[src/rtl/ro_seq_pkg.sv]
// Shared types and helpers for the ring-oscillator measurement sequencer.
package ro_seq_pkg;

    typedef enum logic [2:0] {
        S_IDLE,
        S_SELECT,
        S_SETTLE,
        S_GATE,
        S_DRAIN,
        S_REPORT
    } seq_state_t;

    localparam int DEF_SETTLE_CYC = 8;
    localparam int DEF_DRAIN_CYC  = 3;

    // Largest supported oscillator bank; mask searches are done at this width
    localparam int MAX_RO = 8;

    typedef struct packed {
        logic       found;
        logic [2:0] idx;
    } bit_search_t;

    // Lowest set bit of mask at or above position 'from'
    function automatic bit_search_t next_set_bit(input logic [MAX_RO-1:0] mask,
                                                 input logic [3:0]        from);
        bit_search_t res;
        res.found = 1'b0;
        res.idx   = 3'd0;
        for (int b = 0; b < MAX_RO; b++) begin
            if (!res.found && (4'(b) >= from) && mask[b]) begin
                res.found = 1'b1;
                res.idx   = 3'(b);
            end
        end
        return res;
    endfunction

endpackage

[src/rtl/ro_seq_timer.sv]
// Loadable down-counter shared by the settle, gate and drain phases.
// Loading N-1 makes o_done assert on the N-th cycle after the load.
module ro_seq_timer
    import ro_seq_pkg::*;
#(
    parameter int W = 16
) (
    input  logic         i_clk,
    input  logic         i_rst,
    input  logic         i_load,
    input  logic [W-1:0] i_load_val,
    output logic         o_done
);

    logic [W-1:0] r_count;

    // Count down to zero and hold there until the next load
    always_ff @(posedge i_clk) begin
        if (i_rst) begin
            r_count <= '0;
        end else if (i_load) begin
            r_count <= i_load_val;
        end else if (r_count != '0) begin
            r_count <= r_count - W'(1);
        end
    end

    assign o_done = (r_count == '0);

endmodule

[src/rtl/ro_measure_sequencer.sv]
// Steps the RO bank through a masked sweep: enable, settle, gate the edge
// counter, let the synchronizer drain, then hand the count to the consumer.
module ro_measure_sequencer
    import ro_seq_pkg::*;
#(
    parameter int NUM_RO     = 4,
    parameter int CNT_W      = 16,
    parameter int GATE_W     = 16,
    parameter int SETTLE_CYC = DEF_SETTLE_CYC,
    parameter int DRAIN_CYC  = DEF_DRAIN_CYC,
    localparam int ID_W      = (NUM_RO > 1) ? $clog2(NUM_RO) : 1
) (
    input  logic              i_clk,
    input  logic              i_rst,
    input  logic              i_start,
    input  logic              i_continuous,
    input  logic [NUM_RO-1:0] i_ro_mask,
    input  logic [GATE_W-1:0] i_gate_cycles,
    output logic [NUM_RO-1:0] o_ro_en,
    output logic              o_cnt_clear,
    output logic              o_cnt_gate,
    input  logic [CNT_W-1:0]  i_cnt_value,
    output logic              o_res_valid,
    input  logic              i_res_ready,
    output logic [CNT_W-1:0]  o_res_data,
    output logic [ID_W-1:0]   o_res_id,
    output logic              o_busy
);

    localparam int SET_W = $clog2(SETTLE_CYC + 1);
    localparam int DRN_W = $clog2(DRAIN_CYC + 1);
    localparam int TMR_W = (GATE_W > SET_W) ? ((GATE_W > DRN_W) ? GATE_W : DRN_W)
                                            : ((SET_W > DRN_W) ? SET_W : DRN_W);

    seq_state_t        r_state;
    seq_state_t        w_stateNext;
    logic [NUM_RO-1:0] r_mask;
    logic [GATE_W-1:0] r_gate;
    logic [2:0]        r_idx;
    logic [CNT_W-1:0]  r_resData;
    logic [ID_W-1:0]   r_resId;

    bit_search_t       w_lowSearch;
    bit_search_t       w_nextSearch;
    logic              w_latchCfg;
    logic              w_idxLoad;
    logic [2:0]        w_idxNew;
    logic              w_capture;
    logic              w_tmrLoad;
    logic [TMR_W-1:0]  w_tmrVal;
    logic              w_tmrDone;
    logic [TMR_W-1:0]  w_gateLoad;
    logic [NUM_RO-1:0] w_onehot;

    // First oscillator of a fresh sweep comes from the live mask input,
    // later ones from the mask latched when the sweep began
    assign w_lowSearch  = next_set_bit(MAX_RO'(i_ro_mask), 4'd0);
    assign w_nextSearch = next_set_bit(MAX_RO'(r_mask), {1'b0, r_idx} + 4'd1);

    // A gate setting of zero still opens the gate for one cycle
    assign w_gateLoad = (r_gate == '0) ? '0 : TMR_W'(r_gate - GATE_W'(1));

    ro_seq_timer #(
        .W (TMR_W)
    ) u_timer (
        .i_clk      (i_clk),
        .i_rst      (i_rst),
        .i_load     (w_tmrLoad),
        .i_load_val (w_tmrVal),
        .o_done     (w_tmrDone)
    );

    // Decode the current index into the one-hot enable pattern
    always_comb begin
        w_onehot = '0;
        for (int i = 0; i < NUM_RO; i++) begin
            w_onehot[i] = (r_idx == 3'(i));
        end
    end

    // State register
    always_ff @(posedge i_clk) begin
        if (i_rst) begin
            r_state <= S_IDLE;
        end else begin
            r_state <= w_stateNext;
        end
    end

    // Sweep configuration, current index and the captured result
    always_ff @(posedge i_clk) begin
        if (i_rst) begin
            r_mask    <= '0;
            r_gate    <= '0;
            r_idx     <= '0;
            r_resData <= '0;
            r_resId   <= '0;
        end else begin
            if (w_latchCfg) begin
                r_mask <= i_ro_mask;
                r_gate <= i_gate_cycles;
            end
            if (w_idxLoad) begin
                r_idx <= w_idxNew;
            end
            if (w_capture) begin
                r_resData <= i_cnt_value;
                r_resId   <= r_idx[ID_W-1:0];
            end
        end
    end

    // Next-state decode, timer loads and per-state outputs
    always_comb begin
        w_stateNext = r_state;
        w_latchCfg  = 1'b0;
        w_idxLoad   = 1'b0;
        w_idxNew    = r_idx;
        w_capture   = 1'b0;
        w_tmrLoad   = 1'b0;
        w_tmrVal    = '0;
        o_ro_en     = '0;
        o_cnt_clear = 1'b0;
        o_cnt_gate  = 1'b0;
        o_res_valid = 1'b0;
        o_busy      = 1'b1;

        case (r_state)
            S_IDLE: begin
                o_busy = 1'b0;
                if (i_start) begin
                    w_latchCfg = 1'b1;
                    if (w_lowSearch.found) begin
                        w_idxLoad   = 1'b1;
                        w_idxNew    = w_lowSearch.idx;
                        w_stateNext = S_SELECT;
                    end
                end
            end

            S_SELECT: begin
                o_ro_en     = w_onehot;
                o_cnt_clear = 1'b1;
                w_tmrLoad   = 1'b1;
                w_tmrVal    = TMR_W'(SETTLE_CYC - 1);
                w_stateNext = S_SETTLE;
            end

            S_SETTLE: begin
                o_ro_en = w_onehot;
                if (w_tmrDone) begin
                    w_tmrLoad   = 1'b1;
                    w_tmrVal    = w_gateLoad;
                    w_stateNext = S_GATE;
                end
            end

            S_GATE: begin
                o_ro_en    = w_onehot;
                o_cnt_gate = 1'b1;
                if (w_tmrDone) begin
                    w_tmrLoad   = 1'b1;
                    w_tmrVal    = TMR_W'(DRAIN_CYC - 1);
                    w_stateNext = S_DRAIN;
                end
            end

            S_DRAIN: begin
                o_ro_en = w_onehot;
                if (w_tmrDone) begin
                    w_capture   = 1'b1;
                    w_stateNext = S_REPORT;
                end
            end

            S_REPORT: begin
                o_res_valid = 1'b1;
                if (i_res_ready) begin
                    if (w_nextSearch.found) begin
                        w_idxLoad   = 1'b1;
                        w_idxNew    = w_nextSearch.idx;
                        w_stateNext = S_SELECT;
                    end else if (i_continuous) begin
                        w_latchCfg = 1'b1;
                        if (w_lowSearch.found) begin
                            w_idxLoad   = 1'b1;
                            w_idxNew    = w_lowSearch.idx;
                            w_stateNext = S_SELECT;
                        end else begin
                            w_stateNext = S_IDLE;
                        end
                    end else begin
                        w_stateNext = S_IDLE;
                    end
                end
            end

            default: begin
                w_stateNext = S_IDLE;
            end
        endcase
    end

    assign o_res_data = r_resData;
    assign o_res_id   = r_resId;

endmodule

[config.mk]
export PLATFORM = sky130hd
export DESIGN_NAME = ro_measure_sequencer
export DESIGN_NICKNAME = d
export VERILOG_FILES = /design/src/rtl/ro_seq_pkg.sv /design/src/rtl/ro_seq_timer.sv /design/src/rtl/ro_measure_sequencer.sv
export SDC_FILE = /design/constraint.sdc
export NUM_CORES = 1
export LEC_CHECK = 0
export BUFFER_PORTS_ARGS = -buffer_cell sky130_fd_sc_hd__clkbuf_2
export CORE_UTILIZATION = 55
export DETAILED_ROUTE_END_ITERATION = 12
export PLACE_DENSITY = 0.82
export RECOVER_POWER = 100
export SLEW_MARGIN = 5
export SYNTH_ARGS = -nofsm -noshare
export SYNTH_HDL_FRONTEND = slang
export SYNTH_SLANG_ARGS = --single-unit
export TNS_END_PERCENT = 5
[constraint.sdc]
create_clock -name i_clk -period 2.5 [get_ports i_clk]
set_clock_uncertainty 0.05 [all_clocks]
set_input_delay 0.5 -clock i_clk [delete_from_list [all_inputs] [get_ports i_clk]]
set_output_delay 0.5 -clock i_clk [all_outputs]
set_load 0.01 [all_outputs]
# After elaboration in Yosys (flattened, before gate mapping)
# Index checks and enable logic that the tools add are counted.
# classes
eq_ne,15
reduce_logical,27
n_mux,49
order_cmp,4
addsub,3
# ops
operator,n
16-bit 2-to-1 mux,4
16-bit case mux with 3 select lines,1
3-bit 2-to-1 mux,13
4-bit 2-to-1 mux,9
16-bit logical NOT,2
16-bit by 1-bit subtractor with 16-bit output (second input constant),2
3-bit case mux with 6 select lines,1
1-bit 2-to-1 mux,16
16-bit nonzero test,1
3-bit by 2-bit equality test with 1-bit output (second input constant),4
1-bit logical AND,10
1-bit by 4-bit >= comparator with 1-bit output (first input constant),2
2-bit by 4-bit >= comparator with 1-bit output (first input constant),2
3-bit by 1-bit equality test with 1-bit output (second input constant),2
3-bit equality test (second input constant),2
1-bit logical NOT,6
3-bit logical NOT,2
2-bit by 1-bit != test with 1-bit output (second input constant),3
2-bit != test (second input constant),3
1-bit case mux with 2 select lines,3
3-bit case mux with 2 select lines,1
6-bit AND reduction,1
5-bit AND reduction,1
3-bit by 1-bit adder with 4-bit output (second input constant),1
5 further kinds,6
# totals
input_bits,41
output_inout_bits,26
elab_cells,105
ff_bits,60

# Depth between registers and ports, before layout
# Gate-level depths: netlist of the first run.
# depth
depth_word,20
depth_mapped,9
ltp_nobuf,7

# Modules after synthesis
# A second synthesis of the first run with hierarchy kept.
# unflattened
hier_cells,427
hier_area_um2,3413.3
# by_module_without_submodules
module,cells_each,area_each_um2,n_inst,seq_area_each_um2
ro_measure_sequencer,311,2448.6,1,880.8
ro_seq_timer,116,964.7,1,320.3

# Least setup slack after synthesis of the first run
# Ideal clock, no wire load.
# synth_path
path_kind,register -> register
from,register r_idx[0]
to,register r_gate[0]
n_path_buf,1
path_stages_with_launch,9
t_required_ns,2.322
setup_ns,0.128
path_slack_ns,0.442
t_arrival_ns,1.881
period_less_slack_ns,2.058
cell_sequence,dfxtp_1 > inv_1 > ha_1 > nor2b_1 > o311ai_1 > a41oi_1 > buf_2 > mux2i_1 > nor2_1
# synth_between
elab_chain_len,19
elab_cells_between_ends,22
classes_between,add/sub: 1; order compare: 4; mux: 7; reduce/logical: 10
# synth_lines
item,line,source
from (decl),ro_measure_sequencer.sv:39,logic [2:0] r_idx;
from (signal assigned),ro_measure_sequencer.sv:104,r_idx <= w_idxNew;
3-bit by 1-bit adder with 4-bit output (*),ro_measure_sequencer.sv:58,"assign w_nextSearch = next_set_bit(MAX_RO'(r_mask), {1'b0, r_idx} + 4'd1);"
1-bit by 4-bit >= comparator with 1-bit output,ro_seq_pkg.sv:31,if (!res.found && (4'(b) >= from) && mask[b]) begin
1-bit logical AND,ro_seq_pkg.sv:31,
4-bit 2-to-1 mux,ro_seq_pkg.sv:31,
1-bit logical NOT,ro_seq_pkg.sv:31,
1-bit logical AND (2 in a row),ro_seq_pkg.sv:31,
4-bit 2-to-1 mux,ro_seq_pkg.sv:31,
1-bit logical NOT,ro_seq_pkg.sv:31,
1-bit logical AND (2 in a row),ro_seq_pkg.sv:31,
4-bit 2-to-1 mux,ro_seq_pkg.sv:31,
1-bit logical NOT,ro_seq_pkg.sv:31,
1-bit logical AND (2 in a row),ro_seq_pkg.sv:31,
4-bit 2-to-1 mux (*),ro_seq_pkg.sv:31,
1-bit 2-to-1 mux (*),ro_measure_sequencer.sv:179,if (w_nextSearch.found) begin
1-bit 2-to-1 mux (*),ro_measure_sequencer.sv:178,if (i_res_ready) begin
1-bit case mux with 2 select lines (*),ro_measure_sequencer.sv:128,case (r_state)
to (signal assigned),ro_measure_sequencer.sv:101,r_gate <= i_gate_cycles;
to (decl),ro_measure_sequencer.sv:38,logic [GATE_W-1:0] r_gate;
# Mark *: on every way between the ends. The rest lies on a longest branch, timed or not.
# A chain may end at the register's enable or synchronous reset.

# Worst setup path in the final report of the first run
# layout_path
from,register r_state[2]
to,output port o_ro_en[0]
# layout_between
elab_chain_len,3
elab_cells_between_ends,6
classes_between,eq/ne: 4; mux: 1; reduce/logical: 1
# layout_lines
item,line,source
from (decl),ro_measure_sequencer.sv:35,seq_state_t r_state;
from (signal assigned),ro_measure_sequencer.sv:86,r_state <= w_stateNext;
3-bit equality test (tied with other cells),ro_measure_sequencer.sv:128,
4-bit OR reduction (no source line) (*),-,
4-bit 2-to-1 mux (*),ro_measure_sequencer.sv:128,
to (decl),ro_measure_sequencer.sv:19,"output logic [NUM_RO-1:0] o_ro_en,"
# Marked as above.

==> summary.md, run 1 <==
| Metric | Value |
|---|---|
| WS Path Type | reg2out |
| Vias/cell | 5.71 |
| RSZ-0062 raised after global routing | no |
| Most common library cells after synthesis | dfxtp_1, nand2_1, nor2_1 |
| Endpoints failing hold | 0 |
| Vias in the first global route | 2820 |
| Outcome | finished clean |
| Crit. Startpoint | r_state[2] |
| Post-Syn Instances | 397 |
| N_diodes | 0 |
| Final worst-path cycle share | 93.8% |
| Clock Path Buffers | 2 |
| Gr ovfl total | 0 |
| Crit path largest cell delay | 660 ps |
| Max_cap viols | 0 |
| Root buf cell | clkbuf_8 |
| Detailed Routing Iterations Pass 1 | 4 |
| EDFF count, synth | 0 |
| Final ANT Viol Nets | 0 |
| Die span in x | 79.5 um |
| First-pass GRT wire length | 13000 um |
| Most frequent cell after synthesis | dfxtp_1 |
| Largest net degree at the start of global routing | 41 |
| Clock transition at path regs | 70 ps |
| CTS tree | yes |
| Syn. warnings | 0 |
| Cell taking the most area after synthesis | dfxtp_1 |
| # DRC | 0 |
| Critical Path Fanout Max | 18 |
| Hold-critical path depth | 3 |
| Slew @ Worst Pin | 734 ps |
| Core area | 5640 sq um |
| Via count | 3093 |
| HP Start | i_cnt_value[0] |
| Critical Path AT | 1800 ps |
| Die ar. | 6320 sq um |
| Fin. max-slew vios | 0 |
| Reg2Reg Capture Point | r_gate[15] |
| Crit path capture type | output port |
| Hold-critical path endpoint | o_res_data[0] |
| Endpoints failing setup | 0 |
| Pwr per Cell Area | 1210 nW/um^2 |
| # placed instances | 526 |
| F_max | 426 MHz |
| Syn_nets | 447 |
| CTS Sinks | 60 |
| Drt wl/cell | 14.9 um |
| Site Rows | 27 |
| Post-Synthesis Cell Area | 3300 sq um |
| #FFs+latches synth | 60 |
| CP Cell Sequence | o21ai_0 -> and3_1 -> and2_1 -> clkbuf_2 |
| H-tree depth | 3 |
| VDD IR-drop max | 0.000611 V |
| Post-synthesis sequential area ratio | 36.4% |
| Antenna violations before repair | 0 |
| Starting Density | 58.5% |
| Port Buffer Count | 66 |
| Layout fillers | 453 |
| Fin cells | 542 |
| Final nets | 515 |
| Mean Syn Cell Area | 8.32 sq um |
| Req. time, crit path | 1950 ps |
| Final setup TNS | 0 ps |
| Top_reg_cell synth | dfxtp_1 |
| Netlist cell types | 64 |
| Final GP Congestion | 0.858 |
| Synth top area share | 36.4% |
| Final WL | 8070 um |
| Synthesis-to-layout area growth | 18.8% |
| Worst path slowest cell | dfxtp_1 |
| Top post-synthesis cells by area | dfxtp_1, mux2i_1, nand2_1 |
| Reg2reg setup slack | 180 ps |
| Leak Pwr | 1.65 nW |
| Total I/O pin count | 67 |
| FFs w/ async S/R, synth | 0% |
| Fin Hold WS | 323 ps |
| Max-Slew Margin vs Limit | 50.7% |
| CTS Buf Count | 9 |
| Initial detailed-routing violation count | 160 |
| Setup Buffers After CTS | 0 |
| Critical R2R Launch | r_idx[0] |
| Post-DP HPWL | 5540 um |
| Final worst path period need | 2350 ps |
| Worst min-delay path category | in2reg |
| Crit start category | flop |
| Clk_lat worst skew | 340 ps |
| Layout cells sized above 1 | 19.6% |
| Hold Buf Count CTS | 0 |
| Die height | 79.5 um |
| Reg2Reg Depth | 8 |
| Overall routing resource usage | 26.7% |
==> layout by cell type, fill, tap and decap left out, drive strengths merged, types with 4 or more instances in the layout <==
cell type,n
clkbuf,78
or3,4
dfxtp,60
nand3,13
xnor2,12
a21oi,33
and2,4
nor2,45
a22oi,6
nand2b,5
nor3,11
ha,9
mux2i,21
o21ai,13
xor2,8
inv,14
buf,10
nand2,55
nor4,12
==> worst max-delay path by stage <==
stage	endpoint	depth (start not counted)
finish	o_ro_en[0]	4
global route	r_idx[1]	7
CTS	r_idx[1]	7
detailed placement	u_timer.r_count[14]	7
global placement	u_timer.r_count[15]	7
floorplan	r_gate[0]	8
==> state kept, by name, indices dropped and copies added (netlist names) <==
name / flops
o_res_data: 16
r_gate: 16
u_timer.r_count: 16
r_mask: 4
r_idx: 3
r_state: 3
o_res_id: 2
==> cell type report <==
cell class,count,area (sq um),area share [%]
inverter,14,52.6,1.34
clock buffer,12,165,4.21
tap,72,90.1,2.30
clock inverter,4,70.1,1.79
sequential,60,1200,30.7
multi-input combinational,304,1950,49.8
timing repair buffer,76,390,9.95
==> stage by stage <==
stage	setup slack, ps	power (mW)	cell area, sq um	utilization [%]
after CTS	111	4.73	3940	69.9
after floorplan	442	3.14	3300	-
after global placement	93.2	3.59	3710	65.7
final	155	4.76	3920	69.5
after global routing	33.3	5.05	3920	69.5
after detailed placement	-2.18	3.66	3710	65.7
==> worst max-delay path, delay by kind of cell, from the launching register on <==
| family | cells | cell delay (ps) |
|---|---|---|
| buffers and inverters | 1 | 120 |
| flip-flops | 1 | 660 |
| AO/OA/AOI/OAI | 1 | 230 |
| AND/OR/NAND/NOR | 2 | 440 |
==> power by group <==
part	total [mW]	leakage, nW	internal, mW	switching [mW]
sequential	1.46	0.490	1.16	0.302
clock	1.04	0.122	0.640	0.396
combinational	2.27	1.04	0.985	1.28
==> repair_timing <==
item / in CTS / in global routing
gates cloned: 0 / 0
endpoints found under the setup margin: 1 / 23
gates resized for setup: 1 / 2
==> routing by layer <==
metal | part of all wire, % | up-vias | global-route usage [%]
met4 | 2.4 | 0 | 13.6
met5 | 0 | - | 0
met1 | 44 | 1447 | 32.6
li1 | - | 1530 | -
met2 | 49 | 97 | 42.6
met3 | 4.9 | 19 | 7.20
==> cells by family after synthesis <==
family                   Yosys count  share of synthesized area, %
AND/OR/NAND/NOR                  177                          28.9
AO/OA/AOI/OAI                     77                          14.7
flip-flops                        60                          36.4
buffers and inverters             33                          4.96
multiplexers                      21                          6.37
XOR/XNOR                          20                          5.31
adder cells (fa/ha/maj)            9                          3.41
No activity file was read; power rests on OpenSTA's default activity.
==> inputs of run 2 (changes only) <==
--- a/config.mk
+++ b/config.mk
@@ -5,13 +5,14 @@
 export SDC_FILE = /design/constraint.sdc
 export NUM_CORES = 1
 export LEC_CHECK = 0
-export BUFFER_PORTS_ARGS = -buffer_cell sky130_fd_sc_hd__clkbuf_2
-export CORE_UTILIZATION = 55
+export CORE_UTILIZATION = 63
 export DETAILED_ROUTE_END_ITERATION = 12
-export PLACE_DENSITY = 0.82
+export DONT_BUFFER_PORTS = 1
+export PLACE_DENSITY = 0.81
 export RECOVER_POWER = 100
 export SLEW_MARGIN = 5
 export SYNTH_ARGS = -nofsm -noshare
 export SYNTH_HDL_FRONTEND = slang
+export SYNTH_HIERARCHICAL = 1
 export SYNTH_SLANG_ARGS = --single-unit
 export TNS_END_PERCENT = 5
==> constraint.sdc (replaced) <==
create_clock -name i_clk -period 2.5 [get_ports i_clk]
set_clock_uncertainty 0.05 [all_clocks]
set_input_delay 0 -clock i_clk [delete_from_list [all_inputs] [get_ports i_clk]]
set_output_delay 0 -clock i_clk [all_outputs]
set_load 0.01 [all_outputs]
==> run 2 against run 1 <==
Compared with the run above:
- clock power fell by 15%
- register-to-register slack lost 340 ps
- via count rose by 10%
- wire length is 17% higher
- cell count rose by 2.0%
- sequential power fell by 5%
- the flow now finishes with violations (negative hold slack, negative setup slack)
- global-route usage increased by 4.8 points
- flip-flop and latch count unchanged
- core utilization grew 12 points
- hold slack worse by 660 ps
- non-clock buffer count down 15
==> summary.md, run 2 <==
| Metric | Value |
|---|---|
| Outcome | finished with violations |
| Failing checks | negative hold slack, negative setup slack |
| Top_reg_cell synth | dfxtp_1 |
| Most common library cells after synthesis | nand2_1, dfxtp_1, a21oi_1 |
| Reg2Reg Capture Point | u_timer/r_count[13] |
| Gr ovfl total | 0 |
| CP top delay family | simple AND/OR/NAND/NOR gates |
| Total I/O pin count | 67 |
| Pwr per Cell Area | 1270 nW/um^2 |
| VDD IR-drop max | 0.000898 V |
| Crit path largest cell delay | 540 ps |
| WS Path Type | reg2reg |
| Port Buffer Count | 0 |
| Final GP Congestion | 0.837 |
| Vias/cell | 6.17 |
| Fin. max-slew vios | 0 |
| F_max | 376 MHz |
| Final WL | 9450 um |
| CTS Sinks | 60 |
| CTS tree | yes |
| CTS Buf Count | 9 |
| Top post-synthesis cells by area | dfxtp_1, nand2_1, mux2i_1 |
| Largest net degree at the start of global routing | 37 |
| Crit start category | flop |
| N_diodes | 0 |
| Critical Path Fanout Max | 5 |
| Slew @ Worst Pin | 879 ps |
| Die ar. | 5720 sq um |
| Reg2Reg Depth | 9 |
| Netlist cell types | 57 |
| Fin Hold WS | -336 ps |
| Reg2reg setup slack | -160 ps |
| Critical Path AT | 2870 ps |
| Final nets | 528 |
| # DRC | 0 |
| Starting Density | 66.0% |
| Hold-critical path depth | 1 |
| Core area | 5170 sq um |
| Die height | 75.6 um |
| Antenna violations before repair | 0 |
| #FFs+latches synth | 60 |
| Die span in x | 75.6 um |
| Clk_lat worst skew | 350 ps |
| Overall routing resource usage | 31.5% |
| Via count | 3414 |
| Commonest non-fill, non-tap cell in the layout | nand2_1 |
| HP Start | i_rst |
| Bufs and invs on worst path | 0 |
| Commonest cells after routing, fill and taps aside | nand2_1, dfxtp_1, buf_4, a21oi_1, mux2i_1 |
| Total power | 5.40 mW |
| Clock transition at path regs | 70 ps |
| Syn_nets | 477 |
| Crit path top cell by count | or4_4 |
| EDFF count, synth | 0 |
| Endpoints failing hold | 38 |
| Layout cells sized above 1 | 21.1% |
| Drt wl/cell | 17.1 um |
| RSZ-0062 raised after global routing | yes |
| Initial detailed-routing violation count | 400 |
| H-tree depth | 3 |
| First-pass GRT wire length | 13500 um |
| Worst min-delay path category | in2reg |
| Final ANT Viol Nets | 0 |
| Endpoints failing setup | 13 |
| Leak Pwr | 1.68 nW |
| Final worst-path cycle share | 106% |
| Crit path capture type | flop |
| Layout fillers | 300 |
| Worst path slowest cell | or4_4 |
| Site Rows | 26 |
| Post-synthesis sequential area ratio | 35.2% |
| Synthesis-to-layout area growth | 24.3% |
| Post-DP HPWL | 5560 um |
| Req. time, crit path | 2720 ps |
| Synth top area share | 35.2% |
| Root buf cell | clkbuf_8 |
| Clock Path Buffers | 2 |
| FFs w/ async S/R, synth | 0% |
| Final setup TNS | -647 ps |
| Post-Synthesis Cell Area | 3410 sq um |
| Final worst path period need | 2660 ps |
| Detailed Routing Iterations Pass 1 | 5 |
| Hold Buf Count CTS | 21 |
| Critical R2R Launch | u_timer/r_count[9] |
| Hold-critical path endpoint | o_res_data[2] |
| Syn. warnings | 6 |
| Most frequent cell after synthesis | nand2_1 |
| Final WS setup | -157 ps |
| Mean Syn Cell Area | 7.99 sq um |
| Max_cap viols | 0 |
| Post-Syn Instances | 427 |
| Vias in the first global route | 3105 |
| CP Cell Sequence | or4_4 -> or4_4 -> nor2_4 -> mux2i_1 -> nor2_2 -> nor2b_4 -> nand2_1 -> a31o_2 -> nor3_2 |
| Cell taking the most area after synthesis | dfxtp_1 |
| Max-Slew Margin vs Limit | 41.3% |
## run 2: changes by cell type in the layout (fill, tap and decap cells not counted), sizes merged, moves of 6 or more
| cell | change |
|---|---|
| clkbuf | -69 |
| nor2 | -18 |
| nand2 | +46 |
| dlygate4sd3 | +21 |
| buf | +30 |
| nand3 | -6 |
## run 2: worst max path at each step
stage | cells past startpoint | end | slack [ps] | startpoint
final | 9 | u_timer/r_count[13] | -160 | u_timer/r_count[9]
after global routing | 11 | u_timer/r_count[15] | -210 | u_timer/r_count[0]
after CTS | 9 | u_timer/r_count[13] | -50 | u_timer/r_count[9]
after detailed placement | 11 | u_timer/r_count[13] | -150 | u_timer/r_count[0]
after global placement | 11 | u_timer/r_count[13] | -80 | u_timer/r_count[1]
after floorplan | 12 | u_timer/r_count[13] | -320 | u_timer/r_count[1]
## run 2: metal layers
metal	vias to the layer above	track usage, %	share of wire (%)
li1	1585	-	-
met1	1608	37.2	40
met2	182	53.3	50
met3	39	8.33	6.5
met4	0	15.0	3.7
met5	-	0	0
## run 2: area by class of cell
type / count / area (sq um) / area share, %
Clock buffer: 9 / 124 / 2.92
Clock inverter: 7 / 76.3 / 1.80
Inverter: 13 / 48.8 / 1.15
Multi-Input combinational cell: 333 / 2170 / 51.2
Sequential cell: 60 / 1200 / 28.4
Tap cell: 70 / 87.6 / 2.06
Timing Repair Buffer: 61 / 529 / 12.5
## run 2: power by group
group,switching [mW],leakage (nW),internal (mW)
clock network,0.423,0.0958,0.464
registers,0.205,0.490,1.17
logic,1.67,1.09,1.46
total,2.30,1.68,3.10
## run 2: repair_timing
action / CTS / global route
hold endpoints to repair: 59 / 38
resized for setup: 7 / 23
endpoints found under the setup margin: 13 / 34
gates cloned: 1 / 0
setup buffers: 2 / 0
pin swaps: 5 / 10
## run 2: logic make-up after synthesis
family                     after synthesis  synth area share, %
DFF                                     60                 35.2
xor gates and xnor gates                21                 5.39
adders and majority gates                9                 3.30
AOI/OAI and AO/OA                       79                 14.3
and+or+nand+nor                        201                 30.7
muxes                                   22                 6.45
buffers and inverters                   35                 4.69
## run 2: metrics by stage
stage	cells	hold WS, ps	util, %	setup slack (ps)	cell area [sq um]
after global routing	553	-355	82.0	-214	4240
after global placement	513	21.6	71.9	-75.8	3720
after CTS	553	-338	80.8	-50.4	4180
after floorplan	427	19.1	-	-319	3460
final	553	-336	82.0	-157	4240
after detailed placement	513	23.6	71.9	-153	3720
==> inputs of run 3 (changes only) <==
==> constraint.sdc (replaced) <==
create_clock -name i_clk -period 2.55 [get_ports i_clk]
set_clock_uncertainty 0.05 [all_clocks]
set_input_delay 0.3825 -clock i_clk [delete_from_list [all_inputs] [get_ports i_clk]]
set_output_delay 0.3825 -clock i_clk [all_outputs]
set_load 0.01 [all_outputs]
==> run 3 against run 2 <==
Compared with the run above:
- critical path type unchanged
- largest cell class unchanged
- die area unchanged
- maximum frequency is 0.69% higher
- core utilization decreased by 4.4 points
- first-iteration DRC count is 40% lower
- wire length shrank 16%
- largest power group unchanged
- worst setup slack better by 68 ps
- the flow finishes with violations (negative setup slack)
- combinational power down 10%
- via count decreased by 9.7%
- sequential share of layout area rose by 1.6 points
- clock-buffer cell count unchanged
==> summary.md, run 3 (same netlist as run 2, synthesis figures left out) <==
| Metric | Value |
|---|---|
| Failing checks | negative setup slack |
| Final WS setup | -88.6 ps |
| CP Cell Sequence | or4_4 -> or4_4 -> nor2_4 -> mux2i_1 -> nor2_2 -> buf_4 -> nor2_1 -> buf_4 -> o21ai_4 -> o21ai_0 |
| Total I/O pin count | 67 |
| N_diodes | 0 |
| Met2 Track Usage GR | 50.8% |
| H-tree depth | 3 |
| Final nets | 504 |
| Drt wl/cell | 15.1 um |
| WS Path Type | reg2reg |
| Crit path largest cell delay | 540 ps |
| Vias in the first global route | 2838 |
| Critical Path Fanout Max | 14 |
| Layout cells sized above 1 | 20.3% |
| Worst min-delay path category | in2reg |
| Slew @ Worst Pin | 704 ps |
| Fin Hold WS | 45.3 ps |
| CTS Buf Count | 9 |
| Site Rows | 26 |
| Final GP Congestion | 0.854 |
| Antenna violations before repair | 0 |
| Critical Path AT | 2800 ps |
| Core area | 5170 sq um |
| Worst path slowest cell | or4_4 |
| Synthesis-to-layout area growth | 17.6% |
| Gr ovfl total | 0 |
| Global-route met3 utilization | 7.41% |
| Reg2Reg Depth | 10 |
| Overall routing resource usage | 29.0% |
| Post-layout util | 77.6% |
| Root buf cell | clkbuf_8 |
| # placed instances | 508 |
| Commonest cells after routing, fill and taps aside | nand2_1, dfxtp_1, a21oi_1, buf_4 |
| Initial detailed-routing violation count | 242 |
| Endpoints failing hold | 0 |
| Final worst path period need | 2640 ps |
| Clk_lat worst skew | 350 ps |
| Final WL | 7970 um |
| # DRC | 0 |
| VDD IR-drop max | 0.000836 V |
| Global route hottest layer | met2 |
| Hold Buf Count CTS | 0 |
| Pwr per Cell Area | 1310 nW/um^2 |
| Die ar. | 5720 sq um |
| Vias/cell | 5.83 |
| Final ANT Viol Nets | 0 |
| Die span in x | 75.6 um |
| Max-Slew Margin vs Limit | 52.7% |
| Final worst-path cycle share | 103% |
| Max_cap viols | 0 |
| Commonest non-fill, non-tap cell in the layout | nand2_1 |
| Endpoints failing setup | 13 |
| Via count | 3084 |
| Req. time, crit path | 2710 ps |
| Leak Pwr | 1.59 nW |
| Hold-critical path depth | 1 |
| Crit path capture type | flop |
| Largest net degree at the start of global routing | 42 |
| Clock Path Buffers | 2 |
| Clock transition at path regs | 70 ps |
| CTS Sinks | 60 |
| CTS tree | yes |
| Port Buffer Count | 0 |
| Starting Density | 66.0% |
| Die height | 75.6 um |
| Detailed Routing Iterations Pass 1 | 4 |
| RSZ-0062 raised after global routing | yes |
| Crit start category | flop |
| Outcome | finished with violations |
| Post-DP HPWL | 5600 um |
| First-pass GRT wire length | 12300 um |
| Total power | 5.26 mW |
| Fin cells | 529 |
| Fin. max-slew vios | 0 |
| F_max | 379 MHz |
| M1 GR Usage | 33.6% |
[run 3: cell count changes in the layout (fill, tap and decap cells not counted), sizes merged, moves of 2 or more]
cell	change
buf	-6
dlygate4sd3	-21
clkbuf	+4
bufinv	+2
clkinvlp	-2
[run 3: layout make-up]
class / count / area [sq um]
clock inverter: 7 / 125
tap: 70 / 87.6
fill: 349 / 1160
clock buffer: 9 / 124
timing repair buffer: 38 / 287
inverter: 13 / 48.8
sequential: 60 / 1200
multi-input combinational: 332 / 2140
[run 3: repair_timing]
item | CTS | global route
cloned | 0 | 0
setup endpoints to repair | 11 | 16
buffers inserted | 5 | 0
pin swaps | 8 | 1
resized for setup | 11 | 7
[run 3: worst paths after layout]
check,start,to,slack (ps)
hold reg to reg,r_mask[1],r_mask[1],430
hold / removal,i_rst,o_res_data[11],50
setup reg to reg,u_timer/r_count[7],u_timer/r_count[11],-90
setup / recovery,u_timer/r_count[7],u_timer/r_count[11],-90
[run 3: report_power, final]
part | internal (mW) | leakage, nW | total [mW] | switching [mW]
sequential | 1.15 | 0.490 | 1.39 | 0.237
combinational | 1.35 | 0.978 | 2.81 | 1.47
clock | 0.655 | 0.124 | 1.06 | 0.408
[run 3: routing by layer]
metal	up-vias	share of wire, %
met5	-	0
met4	0	1.7
met3	16	5.5
met2	92	51
met1	1431	42
li1	1545	-
[run 3: stage by stage]
step	instance area (sq um)	worst slack (ps)	TNS, ps
global placement	3680	-38.5	-57.5
CTS	4010	-45.3	-240
floorplan	3460	-269	-645
global route	4010	-171	-2200
detailed placement	3680	-161	-842
finish	4010	-88.6	-675
[run 3: worst max-delay path: cells and delay by family (launching register included)]
family / cells / cell delay [ps]
AND/OR/NAND/NOR: 5 / 1460
buffers and inverters: 2 / 370
flip-flops: 1 / 310
AO/OA/AOI/OAI: 2 / 210
multiplexers: 1 / 100
